<file path="src/rtl/axi4_lite_rd_pipe.sv">
// Pipelined AXI4-Lite read master with an in-order response FIFO.
// Optional watchdog: define AXI_RD_TIMEOUT_EN to add the rd_timeout flag.
module axi4_lite_rd_pipe #(
    parameter int unsigned ADDR_W          = 32,
    parameter int unsigned DATA_W          = 32,
    parameter int unsigned MAX_OUTSTANDING = 4,
    parameter int unsigned TIMEOUT_CYCLES  = 1024
) (
    input  logic              clk,
    input  logic              arst_n,
    input  logic [ADDR_W-1:0] rd_addr,
    input  logic              rd_valid,
    output logic              rd_ready,
    output logic [DATA_W-1:0] rd_data,
    output logic [1:0]        rd_resp,
    output logic              rd_data_valid,
    input  logic              rd_data_ready,
    output logic [ADDR_W-1:0] s_axi_araddr,
    output logic              s_axi_arvalid,
    input  logic              s_axi_arready,
    input  logic [DATA_W-1:0] s_axi_rdata,
    input  logic [1:0]        s_axi_rresp,
    input  logic              s_axi_rvalid,
    output logic              s_axi_rready
`ifdef AXI_RD_TIMEOUT_EN
    ,
    output logic              rd_timeout
`endif
);

    localparam int unsigned CNT_W   = $clog2(MAX_OUTSTANDING + 1);
    localparam int unsigned PTR_W   = (MAX_OUTSTANDING > 1) ? $clog2(MAX_OUTSTANDING) : 1;
    localparam int unsigned ENTRY_W = DATA_W + 2;

    localparam logic [CNT_W-1:0] CNT_MAX  = CNT_W'(MAX_OUTSTANDING);
    localparam logic [PTR_W-1:0] PTR_LAST = PTR_W'(MAX_OUTSTANDING - 1);

    // Elaboration-time parameter legality
    if (!(DATA_W == 32 || DATA_W == 64)) begin : g_bad_data_w
        $error("DATA_W must be 32 or 64");
    end
    if (MAX_OUTSTANDING < 1 || MAX_OUTSTANDING > 16 ||
        (MAX_OUTSTANDING & (MAX_OUTSTANDING - 1)) != 0) begin : g_bad_max_out
        $error("MAX_OUTSTANDING must be a power of 2 in 1..16");
    end
    if (TIMEOUT_CYCLES < 1) begin : g_bad_timeout
        $error("TIMEOUT_CYCLES must be at least 1");
    end

    typedef enum logic {
        AR_IDLE,
        AR_BUSY
    } ar_state_t;

    ar_state_t        ar_state;
    logic [CNT_W-1:0] credits;
    logic [CNT_W-1:0] r_pending;
    logic [CNT_W-1:0] fifo_count;
    logic [PTR_W-1:0] wr_ptr;
    logic [PTR_W-1:0] rd_ptr;
    logic [ENTRY_W-1:0] fifo_mem [MAX_OUTSTANDING];

    logic accept;
    logic ar_hs;
    logic r_hs;
    logic pop;
    logic fifo_empty;
    logic fifo_full;

    function automatic logic [PTR_W-1:0] ptr_inc(input logic [PTR_W-1:0] p);
        return (p == PTR_LAST) ? '0 : p + PTR_W'(1);
    endfunction

    // Handshake decode and channel flow control
    assign fifo_empty    = (fifo_count == '0);
    assign fifo_full     = (fifo_count == CNT_MAX);
    assign s_axi_arvalid = (ar_state == AR_BUSY);
    assign rd_ready      = (!s_axi_arvalid || s_axi_arready) && (credits < CNT_MAX);
    assign s_axi_rready  = (r_pending != '0) && !fifo_full;
    assign accept        = rd_valid && rd_ready;
    assign ar_hs         = s_axi_arvalid && s_axi_arready;
    assign r_hs          = s_axi_rvalid && s_axi_rready;
    assign pop           = rd_data_valid && rd_data_ready;

    // First-word-fall-through head; zero while empty
    assign rd_data_valid = !fifo_empty;
    assign rd_data       = fifo_empty ? '0 : fifo_mem[rd_ptr][DATA_W-1:0];
    assign rd_resp       = fifo_empty ? '0 : fifo_mem[rd_ptr][ENTRY_W-1:DATA_W];

    // AR channel: one registered address slot, reloaded back-to-back on handshake
    always_ff @(posedge clk) begin
        if (!arst_n) begin
            ar_state     <= AR_IDLE;
            s_axi_araddr <= '0;
        end else begin
            case (ar_state)
                AR_IDLE: begin
                    if (accept) begin
                        s_axi_araddr <= rd_addr;
                        ar_state     <= AR_BUSY;
                    end
                end
                AR_BUSY: begin
                    if (s_axi_arready) begin
                        if (accept) begin
                            s_axi_araddr <= rd_addr;
                        end else begin
                            s_axi_araddr <= '0;
                            ar_state     <= AR_IDLE;
                        end
                    end
                end
                default: begin
                    ar_state     <= AR_IDLE;
                    s_axi_araddr <= '0;
                end
            endcase
        end
    end

    // Credits bound accepted-but-unpopped reads so the FIFO cannot overflow
    always_ff @(posedge clk) begin
        if (!arst_n) begin
            credits <= '0;
        end else begin
            case ({accept, pop})
                2'b10:   credits <= credits + CNT_W'(1);
                2'b01:   credits <= credits - CNT_W'(1);
                default: credits <= credits;
            endcase
        end
    end

    // Reads issued on AR whose R beat has not yet arrived
    always_ff @(posedge clk) begin
        if (!arst_n) begin
            r_pending <= '0;
        end else begin
            case ({ar_hs, r_hs})
                2'b10:   r_pending <= r_pending + CNT_W'(1);
                2'b01:   r_pending <= r_pending - CNT_W'(1);
                default: r_pending <= r_pending;
            endcase
        end
    end

    // Response FIFO pointers and occupancy
    always_ff @(posedge clk) begin
        if (!arst_n) begin
            wr_ptr     <= '0;
            rd_ptr     <= '0;
            fifo_count <= '0;
        end else begin
            if (r_hs) begin
                wr_ptr <= ptr_inc(wr_ptr);
            end
            if (pop) begin
                rd_ptr <= ptr_inc(rd_ptr);
            end
            case ({r_hs, pop})
                2'b10:   fifo_count <= fifo_count + CNT_W'(1);
                2'b01:   fifo_count <= fifo_count - CNT_W'(1);
                default: fifo_count <= fifo_count;
            endcase
        end
    end

    // Response FIFO storage; contents are don't-care while unoccupied
    always_ff @(posedge clk) begin
        if (r_hs) begin
            fifo_mem[wr_ptr] <= {s_axi_rresp, s_axi_rdata};
        end
    end

`ifdef AXI_RD_TIMEOUT_EN
    localparam int unsigned WD_W = $clog2(TIMEOUT_CYCLES + 1);
    localparam logic [WD_W-1:0] WD_LAST = WD_W'(TIMEOUT_CYCLES - 1);

    logic [WD_W-1:0] wd_count;

    // Watchdog: counts stalled cycles with reads pending; flag is sticky until reset
    always_ff @(posedge clk) begin
        if (!arst_n) begin
            wd_count   <= '0;
            rd_timeout <= 1'b0;
        end else if (r_hs || (r_pending == '0)) begin
            wd_count <= '0;
        end else if (wd_count != WD_W'(TIMEOUT_CYCLES)) begin
            wd_count <= wd_count + WD_W'(1);
            if (wd_count == WD_LAST) begin
                rd_timeout <= 1'b1;
            end
        end
    end
`endif

    // Structural invariants of the credit scheme
    a_fifo_overflow: assert property (@(posedge clk) disable iff (!arst_n)
        !(r_hs && fifo_full && !pop))
        else $error("response FIFO overflow");
    a_fifo_underflow: assert property (@(posedge clk) disable iff (!arst_n)
        !(pop && fifo_empty))
        else $error("response FIFO underflow");
    a_credit_overflow: assert property (@(posedge clk) disable iff (!arst_n)
        !(accept && !pop && credits == CNT_MAX))
        else $error("credit counter overflow");

endmodule

</file>
<file path="config.mk">
export PLATFORM = sky130hd
export DESIGN_NAME = axi4_lite_rd_pipe
export DESIGN_NICKNAME = d
export VERILOG_FILES = /design/src/rtl/axi4_lite_rd_pipe.sv
export SDC_FILE = /design/constraint.sdc
export NUM_CORES = 1
export LEC_CHECK = 0
export CAP_MARGIN = 20
export CORE_UTILIZATION = 30
export CTS_CLUSTER_DIAMETER = 60
export DETAILED_ROUTE_END_ITERATION = 10
export DONT_BUFFER_PORTS = 1
export PLACE_DENSITY_LB_ADDON = 0.05
export REMOVE_ABC_BUFFERS = 1
export SETUP_SLACK_MARGIN = 0.4
export SYNTH_ARGS = -nofsm -noshare
export SYNTH_HDL_FRONTEND = slang
export SYNTH_SLANG_ARGS = --single-unit
</file>
<file path="constraint.sdc">
create_clock -name clk -period 3.1 [get_ports clk]
set_input_delay 0.62 -clock clk [delete_from_list [all_inputs] [get_ports clk]]
set_output_delay 0.62 -clock clk [all_outputs]
set_load 0.02 [all_outputs]
</file>
# --- Word-level counts from Yosys, hierarchy flattened ---
# Memories as Yosys holds them, arrays and structs flattened. A register that Yosys moved wholly into a read port is not among the register bits.
# Index checks and enable logic that the tools add are counted.
# W data, S select, Z words.
word_totals:
  ff_bits: 46
  mem_bits_rw: 136
  inputBits: 72
  output_inout_bits: 70
  word_cells: 63
  memories: 1
mem_list:
  columns: ["name", "depth", "width", "read_ports", "rd_ports_with_merged_regs", "write_ports", "line_no", "rtl"]
  rows:
  - ["fifo_mem", 4, 34, 1, 1, 1, "61", "logic [ENTRY_W-1:0] fifo_mem [MAX_OUTSTANDING];"]
op_classes:
  n_addsub: 8
  n_lt_le_gt_ge: 1
  n_eq_ne: 11
  n_mux: 18
  n_bitwise: 1
  n_reduce_logical: 16
ops:
  columns: ["cell", "n"]
  rows:
  - ["$mux W32", 4]
  - ["$pmux W32 S2", 1]
  - ["$pmux W3 S2", 3]
  - ["$eq A2 B2 Y1 const B", 5]
  - ["$mux W2", 5]
  - ["$add A3 B1 Y3 const B", 3]
  - ["$sub A3 B1 Y3 const B", 3]
  - ["$eq A2 B1 Y1 const B", 3]
  - ["$logic_and A1 B1 Y1", 6]
  - ["$reduce_bool A2 Y1", 3]
  - ["$add A2 B1 Y2 const B", 2]
  - ["$mux W1", 4]
  - ["$ne A2 B2 Y1 const B", 2]
  - ["$eq A3 B3 Y1 const B", 1]
  - ["$logic_not A1 Y1", 3]
  - ["$logic_not A3 Y1", 1]
  - ["$lt A3 B3 Y1 const B", 1]
  - ["$reduce_bool A3 Y1", 1]
  - ["$pmux W1 S2", 1]
  - ["$reduce_and A2 Y1", 1]
  - ["$logic_or A1 B1 Y1", 1]
  - ["$not A1 Y1", 1]

# --- Logic depth before layout (Yosys ltp) ---
depth:
  depth_word: 7
  ltp_mapped: 9
  mapped_depth_nobuf: 9

# --- Worst setup path before layout ---
# No wires, ideal clock.
synth_timing:
  path_type: "input-to-reg"
  startpoint: "input port s_axi_arready"
  endpoint: "register r_pending[2]"
  setup_time_ns: 0.070
  arrival_time_ns: 2.237
  required_ns: 3.030
  path_slack_ns: 0.793
  cell_stages: 8
  path_buffers: 1
  path_cell_list: "nand2_1 > clkbuf_1 > ha_1 > inv_1 > fa_1 > xor2_1 > or3_1 > a21oi_1"
synth_between:
  elab_chain_len: 3
  elab_cells_between_ends: 5
  cone_classes: "eq/ne: 2; mux: 1; reduce/logical: 2"
synth_rtl:
  columns: ["item", "line_no", "rtl"]
  rows:
  - ["start, declared", "20", "input logic s_axi_arready,"]
  - ["$logic_and A1 B1 Y1 (*)", "81", "assign ar_hs = s_axi_arvalid && s_axi_arready;"]
  - ["$eq A2 B1 Y1 / $eq A2 B2 Y1 (equally long branches)", "139", "case ({ar_hs, r_hs})"]
  - ["$pmux W3 S2 / $reduce_bool A2 Y1 (equally long branches)", null, null]
  - ["end signal, assigned", "140", "2'b10: r_pending <= r_pending + CNT_W'(1);"]
  - ["end signal, assigned", "141", "2'b01: r_pending <= r_pending - CNT_W'(1);"]
  - ["end signal, assigned", "142", "default: r_pending <= r_pending;"]
  - ["end, declared", "57", "logic [CNT_W-1:0] r_pending;"]
# Mark *: on every way between the ends. The rest lies on a longest branch, timed or not.
# A chain may end at the register's enable or synchronous reset.

==> results.cfg <==
[critical_path]
crit_required_ns = 2.48
slowest_stage = mux4_1
cp.arrival_ns = 1.88
startpoint_type = flop
critical_path.cell_chain = buf_6 -> mux4_1 -> nor2b_1
crit_type = flop to output port
critPathMaxStageDelay_ns = 0.60
end_kind = output port
path_max_fanout = 19

[routing]
drtIter0Drc = 134
first_pass_iters = 4
drc = 0
wl_per_cell_um = 19.7
ant_nets = 0
routed-via-count = 3806
via_per_inst = 4.79
totalWireLength_um = 15600

[floorplanning]
design.core.area_um2 = 23600
die-area_um2 = 24900
die_h_um = 158
io_pins = 142
die_w_um = 158
initial_core_util_pct = 30.8
row_count = 56

[pwr]
p_leak_nw = 2.66
power.density_nw_per_um2 = 794
ir_worst_vdd_v = 0.000269

[synth]
ys_seq_area_share_pct = 69.3
syn_area_per_cell_um2 = 16.0
synth_seq_cells = 184
yosys_warnings = 0
syn_area_um2 = 7280
synth.distinct_cells = 33
syn_inst = 455

[clocking]
path_clk_slew_ns = 0.08
cts_root_buf = clkbuf_16
cts_tree = built
clock_sinks = 184
h-tree-depth = 4
clk_latency_ns = 0.42
cts_buffers = 17
cts_buffer_depth = 2

[placed_design]
hpwl_um = 9810
dp_cells = 759
pre_cts_ws_ns = 0.724
gp_congestion = 0.672
port_buffers = 0

[status]
status = finished clean

[sta]
rsz0062_at_grt = false
final_hold_viol_count = 0
post-route-min-period_ns = 2.50
drv_slew = 0
max_freq_mhz = 400
max_slew.worst_pin.slew_ns = 0.802
worst_slack_ns = 0.602
period_share_pct = 80.6
fin_tns_setup_ns = 0
relSlewSlack_pct = 46.5
setup_viol_count_final = 0
fin_skew_ns = 0.00886

[grt]
grt_pass1_wl_um = 23800
grt-ovfl-total = 0
grt_pass1_vias = 4056
grt_max_degree = 46
grt_usage_pct = 13.1
antenna_found_initial = 0

[layout]
layout-drive-gt1-share_pct = 20.0
finalNetCount = 545
layoutNonFillerInstCount = 794
diodes = 0
fill_cells = 2268
area_delta_synth_final_pct = 14.2

[worst_hold_path]
hp-class = input pin to flop

[flow_run]
maxCapViolCount = 0
==> Yosys cell counts <==
library cell | count | share of area, %
edfxtp_1 | 136 | 56
nand3_1 | 64 | 4.4
dfxtp_1 | 48 | 13
a21oi_1 | 39 | 2.7
nor2b_1 | 33 | 2.8
mux4_2 | 30 | 9.3
clkbuf_1 | 12 | 0.62
buf_2 | 11 | 0.76
inv_1 | 11 | 0.57
nor2_1 | 10 | 0.52
ha_1 | 8 | 1.4
nand2_1 | 6 | 0.31
or3_1 | 5 | 0.43
xor2_1 | 5 | 0.60
and2_1 | 4 | 0.34
mux2i_1 | 4 | 0.55
mux4_1 | 4 | 1.4
buf_12 | 3 | 0.83
fa_1 | 3 | 0.83
nor2b_4 | 3 | 0.57
o21ai_0 | 3 | 0.21
buf_1 | 2 | 0.10
buf_6 | 1 | 0.15
clkbuf_2 | 1 | 0.069
inv_2 | 1 | 0.052
nand2b_1 | 1 | 0.086
nor3_1 | 1 | 0.069
nor3_2 | 1 | 0.14
nor3b_2 | 1 | 0.17
nor3b_4 | 1 | 0.26
o31ai_2 | 1 | 0.17
or3b_1 | 1 | 0.12
xnor2_1 | 1 | 0.12
==> power by group <==
group / total [mW] / internal, mW / switching [mW]
clock network: 2.15 / 1.18 / 0.973
registers: 3.03 / 2.88 / 0.158
logic: 1.42 / 0.562 / 0.853
==> flip-flops by register name, summed over array words and instances, names as in the netlist, named ones only <==
signal	cells
fifo_mem	136
s_axi_araddr	32
credits	3
fifo_count	3
r_pending	3
rd_ptr	2
wr_ptr	2
s_axi_arvalid	1
==> stage by stage <==
step	power, mW	hold slack (ns)	cell area [um2]	util, %
2_1_floorplan	4.11	0.458	7090	-
3_3_place_gp	4.48	0.466	7660	32.4
3_5_place_dp	4.50	0.486	7660	32.4
4_1_cts	6.71	0.255	8280	35.1
5_1_grt	6.94	0.250	8310	35.2
6_report	6.60	0.286	8310	35.2
==> critical path, delay by kind of cell, from the launching register on <==
family / cells / cell delay [ns]
buffers and inverters: 1 / 0.28
DFF: 1 / 0.34
muxes: 1 / 0.60
and+or+nand+nor: 1 / 0.24
==> layout make-up <==
class,count,area [um2],area share [%]
Clock buffer,21,494,5.95
Clock inverter,11,100,1.20
Inverter,12,45.0,0.542
Multi-Input combinational cell,229,2020,24.3
Sequential cell,184,5050,60.7
Tap cell,319,399,4.80
Timing Repair Buffer,18,209,2.51
==> placed cells by master (no fill, tap or decap), types with 8 or more instances in the layout <==
| cell | n |
|---|---|
| inv_1 | 11 |
| edfxtp_1 | 136 |
| mux4_2 | 30 |
| nor2_1 | 10 |
| ha_1 | 8 |
| buf_4 | 12 |
| a21oi_1 | 39 |
| nand3_1 | 64 |
| clkbuf_16 | 19 |
| dfxtp_1 | 46 |
| nor2b_1 | 32 |
==> cells by family (layout without fill, tap and decap cells) <==
family                     after synthesis  after routing  synth area share [%]
and+or+nand+nor                        131            131                  10.2
buffers and inverters                   42             62                  3.15
muxes                                   38             38                  11.3
DFF                                    184            184                  69.3
AOI/OAI and AO/OA                       43             43                  3.06
adders and majority gates               11             11                  2.20
xor gates and xnor gates                 6              6                 0.722
==> what timing repair did <==
| action | in CTS | in global routing |
|---|---|---|
| hold buffers | 0 | 0 |
| endpoints found under the setup margin | 17 | 2 |
| pin swaps | 1 | 0 |
| resized for setup | 0 | 1 |
| setup buffers | 2 | 0 |
==> metal layers <==
layer	track usage, %	routed length, um	up-vias	share of wire [%]
met5	0	0	-	0
met4	4.39	148	0	0.95
met3	5.39	1360	12	8.7
met2	21.1	7380	119	47
met1	15.9	6720	1943	43
li1	-	-	1732	-
==> worst paths after layout <==
check	startpoint	endpoint	slack, ns	cells past startpoint
min	s_axi_rdata[5]	fifo_mem[3][5]	0.29	0
max	flop	rd_resp[1]	0.60	3
min reg2reg	r_pending[2]	r_pending[2]	0.50	2
max reg2reg	fifo_count[0]	r_pending[2]	0.74	8
(Power assumes the default switching activity.)
